[config.mk]
export PLATFORM = sky130hd
export DESIGN_NAME = iir_sos_cascade
export DESIGN_NICKNAME = d
export VERILOG_FILES = /design/src/rtl/iir_sos_cascade.sv
export SDC_FILE = /design/constraint.sdc
export NUM_CORES = 2
export LEC_CHECK = 0
export BUFFER_PORTS_ARGS = -buffer_cell sky130_fd_sc_hd__buf_4
export CORE_UTILIZATION = 55
export CTS_CLUSTER_SIZE = 8
export DETAILED_ROUTE_END_ITERATION = 16
export PLACE_DENSITY = 0.8
export SKIP_CTS_REPAIR_TIMING = 1
export SYNTH_ARGS = -nofsm -noshare
export SYNTH_HDL_FRONTEND = slang
export SYNTH_SLANG_ARGS = --single-unit
[constraint.sdc]
create_clock -name clk -period 18.07 [get_ports clk]
set_input_delay 1.807 -clock clk [delete_from_list [all_inputs] [get_ports clk]]
set_output_delay 1.807 -clock clk [all_outputs]
set_load 0.03 [all_outputs]
[src/rtl/iir_sos_cascade.sv]
`default_nettype none
// ============================================================================
// Module      : iir_sos_cascade
// Description : Cascade of N_SEC Direct-Form-I biquad sections sharing one
//               multiplier. Runtime-loadable coefficients, valid/ready sample
//               handshake, history clear. Round-half-up, saturating sections.
// Revision    : 1.0 - initial release
// ============================================================================
module iir_sos_cascade #(
    parameter int WD_IN   = 24,
    parameter int WD_OUT  = 24,
    parameter int WD_COEF = 18,
    parameter int FRAC    = 16,
    parameter int N_SEC   = 2
) (
    input  logic                         clk,
    input  logic                         reset_n,
    input  logic                         in_valid,
    output logic                         in_ready,
    input  logic [WD_IN-1:0]             data_in,
    output logic                         out_valid,
    output logic [WD_OUT-1:0]            data_out,
    input  logic                         coef_we,
    input  logic [$clog2(5*N_SEC)-1:0]   coef_addr,
    input  logic [WD_COEF-1:0]           coef_wdata,
    input  logic                         clear_hist
);

    localparam int N_COEF = 5 * N_SEC;
    localparam int ADDR_W = $clog2(N_COEF);
    localparam int SEC_W  = (N_SEC > 1) ? $clog2(N_SEC) : 1;
    localparam int PROD_W = WD_IN + WD_COEF;
    localparam int ACC_W  = PROD_W + 3;

    localparam logic signed [ACC_W-1:0]   ROUND    = ACC_W'(64'sd1 <<< (FRAC - 1));
    localparam logic signed [ACC_W-1:0]   SAT_MAX  = ACC_W'((64'sd1 <<< (WD_IN - 1)) - 64'sd1);
    localparam logic signed [ACC_W-1:0]   SAT_MIN  = ~SAT_MAX;
    localparam logic signed [WD_COEF-1:0] B0_RESET = WD_COEF'(64'sd1 <<< FRAC);

    typedef enum logic [1:0] {
        S_IDLE  = 2'd0,
        S_MAC   = 2'd1,
        S_SCALE = 2'd2,
        S_DONE  = 2'd3
    } state_t;

    state_t state, state_next;

    logic        [2:0]         tap;
    logic        [SEC_W-1:0]   sec;
    logic signed [WD_IN-1:0]   x_cur;
    logic signed [ACC_W-1:0]   acc;

    logic signed [WD_IN-1:0]   hx1 [N_SEC];
    logic signed [WD_IN-1:0]   hx2 [N_SEC];
    logic signed [WD_IN-1:0]   hy1 [N_SEC];
    logic signed [WD_IN-1:0]   hy2 [N_SEC];
    logic signed [WD_COEF-1:0] coef [N_COEF];

    logic        [ADDR_W-1:0]  coef_idx;
    logic signed [WD_IN-1:0]   mul_x;
    logic signed [WD_COEF-1:0] mul_c;
    logic signed [PROD_W-1:0]  prod;
    logic signed [ACC_W-1:0]   acc_next;
    logic signed [ACC_W-1:0]   rounded;
    logic signed [ACC_W-1:0]   shifted;
    logic signed [WD_IN-1:0]   y_sat;
    logic                      accept;
    logic                      coef_addr_ok;
    logic                      last_sec;

    assign in_ready     = (state == S_IDLE) && reset_n;
    assign accept       = in_ready && in_valid;
    assign coef_addr_ok = (32'(coef_addr) < N_COEF);
    assign last_sec     = (32'(sec) == N_SEC - 1);
    assign coef_idx     = ADDR_W'(32'(sec) * 5 + 32'(tap));

    // Operand select for the shared multiplier: tap order b0 x, b1 x1, b2 x2, a1 y1, a2 y2
    always_comb begin
        mul_x = '0;
        mul_c = coef[coef_idx];
        case (tap)
            3'd0:    mul_x = x_cur;
            3'd1:    mul_x = hx1[sec];
            3'd2:    mul_x = hx2[sec];
            3'd3:    mul_x = hy1[sec];
            3'd4:    mul_x = hy2[sec];
            default: mul_c = '0;
        endcase
    end

    // Exact product; feed-forward taps add, feedback taps subtract
    assign prod     = PROD_W'(mul_x) * PROD_W'(mul_c);
    assign acc_next = (tap < 3'd3) ? (acc + ACC_W'(prod)) : (acc - ACC_W'(prod));

    // Round half up, arithmetic shift, then clamp to the sample range
    assign rounded = acc + ROUND;
    assign shifted = rounded >>> FRAC;

    // Saturate the section result instead of wrapping
    always_comb begin
        y_sat = shifted[WD_IN-1:0];
        if (shifted > SAT_MAX) begin
            y_sat = SAT_MAX[WD_IN-1:0];
        end else if (shifted < SAT_MIN) begin
            y_sat = SAT_MIN[WD_IN-1:0];
        end
    end

    // State register
    always_ff @(posedge clk or negedge reset_n) begin
        if (!reset_n) begin
            state <= S_IDLE;
        end else begin
            state <= state_next;
        end
    end

    // Next-state logic: five MAC cycles then one SCALE cycle per section
    always_comb begin
        state_next = state;
        case (state)
            S_IDLE:  if (accept) state_next = S_MAC;
            S_MAC:   if (tap == 3'd4) state_next = S_SCALE;
            S_SCALE: state_next = last_sec ? S_DONE : S_MAC;
            S_DONE:  state_next = S_IDLE;
            default: state_next = S_IDLE;
        endcase
    end

    // Coefficient store: identity filter after reset, writable only while idle
    always_ff @(posedge clk or negedge reset_n) begin
        if (!reset_n) begin
            for (int i = 0; i < N_COEF; i++) begin
                coef[i] <= (i % 5 == 0) ? B0_RESET : '0;
            end
        end else if (coef_we && in_ready && coef_addr_ok) begin
            coef[coef_addr] <= coef_wdata;
        end
    end

    // Datapath: sample latch, accumulate, per-section history and result output
    always_ff @(posedge clk or negedge reset_n) begin
        if (!reset_n) begin
            tap       <= '0;
            sec       <= '0;
            x_cur     <= '0;
            acc       <= '0;
            data_out  <= '0;
            out_valid <= 1'b0;
            for (int s = 0; s < N_SEC; s++) begin
                hx1[s] <= '0;
                hx2[s] <= '0;
                hy1[s] <= '0;
                hy2[s] <= '0;
            end
        end else begin
            out_valid <= 1'b0;
            case (state)
                S_IDLE: begin
                    if (clear_hist) begin
                        for (int s = 0; s < N_SEC; s++) begin
                            hx1[s] <= '0;
                            hx2[s] <= '0;
                            hy1[s] <= '0;
                            hy2[s] <= '0;
                        end
                    end
                    if (accept) begin
                        x_cur <= data_in;
                        acc   <= '0;
                        sec   <= '0;
                        tap   <= '0;
                    end
                end
                S_MAC: begin
                    acc <= acc_next;
                    tap <= (tap == 3'd4) ? 3'd0 : tap + 3'd1;
                end
                S_SCALE: begin
                    hx2[sec] <= hx1[sec];
                    hx1[sec] <= x_cur;
                    hy2[sec] <= hy1[sec];
                    hy1[sec] <= y_sat;
                    x_cur    <= y_sat;
                    acc      <= '0;
                    tap      <= '0;
                    if (!last_sec) begin
                        sec <= sec + SEC_W'(1);
                    end
                end
                S_DONE: begin
                    data_out  <= WD_OUT'(x_cur);
                    out_valid <= 1'b1;
                end
                default: ;
            endcase
        end
    end

endmodule
`default_nettype wire

==> results.yml <==
routing:
  wire_per_inst_um: 21.9
  postRouteAntennaNets: 0
  wirelength_mm: 107
  avgViaCountPerCell: 6.18
  vias: 30300
  firstDrtPassIters: 6
  drc: 0
  initialDrtViolationCount: 3106
clocking:
  cts_root_buf: "clkbuf_16"
  htree_num_levels: 3
  cts.sinks: 472
  clkSlewWorstSetupHoldPaths_ns: 0.05
  numCtsBuffers: 70
  clk_latency_ns: 0.63
  cts.path.max_buffers: 3
  cts_tree: "yes"
timing:
  max_freq_mhz: 76.0
  slew_headroom: 0.142
  tightest_slew_ns: 1.28
  skew_ns: 0.0385
  setup_ws_ns: 4.90
  period_share: 0.729
  final-hold-violation-count: 0
  finalSetupViolCount: 0
  finalCriticalPeriod_ns: 13.17
  holdWs_ns: 0.478
  setup-tns-final_ns: 0
  rsz0062_at_grt: "false"
  final_max_slew_viol_count: 0
yosys:
  synth_ff_type: "dfrtp_1"
  netlist_area_um2: 40000
  synth_edf_count: 0
  yosysUniqueCellTypes: 86
  ys.warnings.count: 0
  synth_cells: 3972
  async_reset_ff_frac: 1.00
  synth_sequential_area_ratio: 0.295
  ys_seq_elements: 472
  syn_nets: 4608
  syn_area_per_cell_um2: 10.1
critical_path:
  worstSetupEndpoint: "acc[44]"
  worstSetupStartpointType: "flip-flop"
  crit_path_frequent_cell: "fa_1"
  arrival_ns: 13.69
  reg2reg_from: "last_sec"
  reg2regPathDepth: 42
  cpPeakStageDelay_ns: 0.95
  cp-startpoint: "last_sec"
  r2r_slack_ns: 4.90
  required_ns: 18.60
  path_max_fanout: 59
  critPathKind: "flip-flop to flip-flop"
  timing.rr.end: "acc[44]"
  cpMaxStageDelayCell: "dfrtp_4"
  cp-end-kind: "flip-flop"
global_route:
  grt_antenna_before_repair: 1
  grt_pass1_wl_mm: 173
  overflow: 0
  grt_pass1_vias: 31600
  grt_max_degree: 191
  gr-usage-all-layers: 0.299
placed_design:
  io_buffers: 76
  dp_hpwl_mm: 76.1
  place_inst: 4817
  pre_cts_ws_ns: 5.16
  place_congestion: 0.967
cells_and_area:
  stdcell_count: 4910
  nNetsFinal: 4575
  mostFrequentLayoutCells: "inv_1 (531), dfrtp_1 (468), fa_1 (426)"
  area_growth_pct: 8.35
  drive_gt1_frac: 0.133
  mostFrequentLayoutCell: "inv_1"
  fillers: 5668
die:
  die_w_um: 272
  die_height_um: 272
  io_pins: 77
  core-area_um2: 71700
  dieArea_um2: 73800
  fp-row-count: 98
  initial_core_util: 0.558
status:
  outcome: "completed"
worst_hold_path:
  hp-class: "flip-flop to flip-flop"
job:
  cap_violations: 0
## cells by family (layout without fill, tap and decap cells)
logic type / after synthesis / after routing / synth area share
AND/OR/NAND/NOR: 926 / 926 / 0.106
buffers and inverters: 766 / 753 / 0.0721
AO/OA/AOI/OAI: 752 / 752 / 0.131
adder cells (fa/ha/maj): 585 / 585 / 0.263
flip-flops: 472 / 472 / 0.295
multiplexers: 332 / 332 / 0.101
XOR/XNOR: 139 / 139 / 0.0312
other: 0 / 1 / 0
## worst min path at each step
stage | startpoint | endpoint | slack, ns | cells past startpoint
after global routing | coef[129] | coef[129] | 0.50 | 1
final | acc[0] | acc[0] | 0.48 | 2
after detailed placement | acc[0] | acc[0] | 0.47 | 2
after global placement | acc[3] | acc[3] | 0.47 | 2
after floorplan | acc[0] | acc[0] | 0.45 | 2
after CTS | acc[0] | acc[0] | 0.48 | 2
## state kept, by name, summed over array words and instances (netlist names)
register and cells:
hx2 48, hx1 48, last_sec 1, x_cur 24, tap 3, hy1 48
acc 45, data_out 24, coef 180, out_valid 1, state 2, hy2 48
## layout make-up
type                       instances  area (µm²)  share of cell area
tap                              950        1190              0.0274
clock buffer                      82        1800              0.0414
clock inverter                    10         148             0.00341
multi-input combinational       2734       25400               0.586
sequential                       472       11800               0.273
inverter                         532        2000              0.0461
antenna                            1        2.50           0.0000577
timing repair buffer             129        1000              0.0231
## routing by layer
layer,track usage,share of wire,vias to the layer above
met5,0,0.00010,-
met4,0.117,0.042,2
met3,0.0625,0.091,296
met2,0.472,0.47,1458
met1,0.405,0.40,15300
li1,-,-,13200
## synthesized netlist by cell type (all sizes together), types with 5 or more instances
master  number  share of area
nor3b        5        0.00094
a221o       18         0.0045
and4         6         0.0013
a22oi       49         0.0092
inv        532          0.050
o22ai       10         0.0016
o21ai      177          0.022
a22o       148          0.032
ha         159          0.050
o21a        28         0.0053
nand2b      23         0.0036
or3          7         0.0011
fa         426           0.21
buf         37         0.0038
xor2        62          0.014
nand2      424          0.040
a21boi       7         0.0014
nor3        34         0.0047
a21o        54          0.010
mux4        36          0.020
o21bai      10         0.0019
o22a        10         0.0022
nor4        10         0.0021
nor2       184          0.017
and2        19         0.0030
nand3       75         0.0095
mux2       228          0.064
a211o        7         0.0015
nand4        6        0.00094
a31oi        9         0.0014
a211oi      12         0.0026
dfrtp      470           0.29
xnor2       76          0.017
a221oi      28         0.0063
a21oi      122          0.015
o31ai       13         0.0026
o211ai      15         0.0028
or2          9         0.0014
nor2b       20         0.0031
mux2i       68          0.017
and3        93          0.015
clkbuf     197          0.018
## through the flow
step	utilization	area (µm²)
finish	0.604	43400
floorplan	-	40000
CTS	0.604	43400
global placement	0.577	41400
detailed placement	0.577	41400
global route	0.604	43400
## worst max-delay path: cells and delay by family, from the launching register on
family | cells | cell delay [ns]
XOR/XNOR | 4 | 1.78
flip-flops | 1 | 0.95
AND/OR/NAND/NOR | 9 | 2.05
adder cells (fa/ha/maj) | 10 | 4.44
buffers and inverters | 5 | 0.29
AO/OA/AOI/OAI | 14 | 3.52
Power is not shown: default switching activity piles up to over one toggle a cycle in this logic, so the estimate is an artifact.
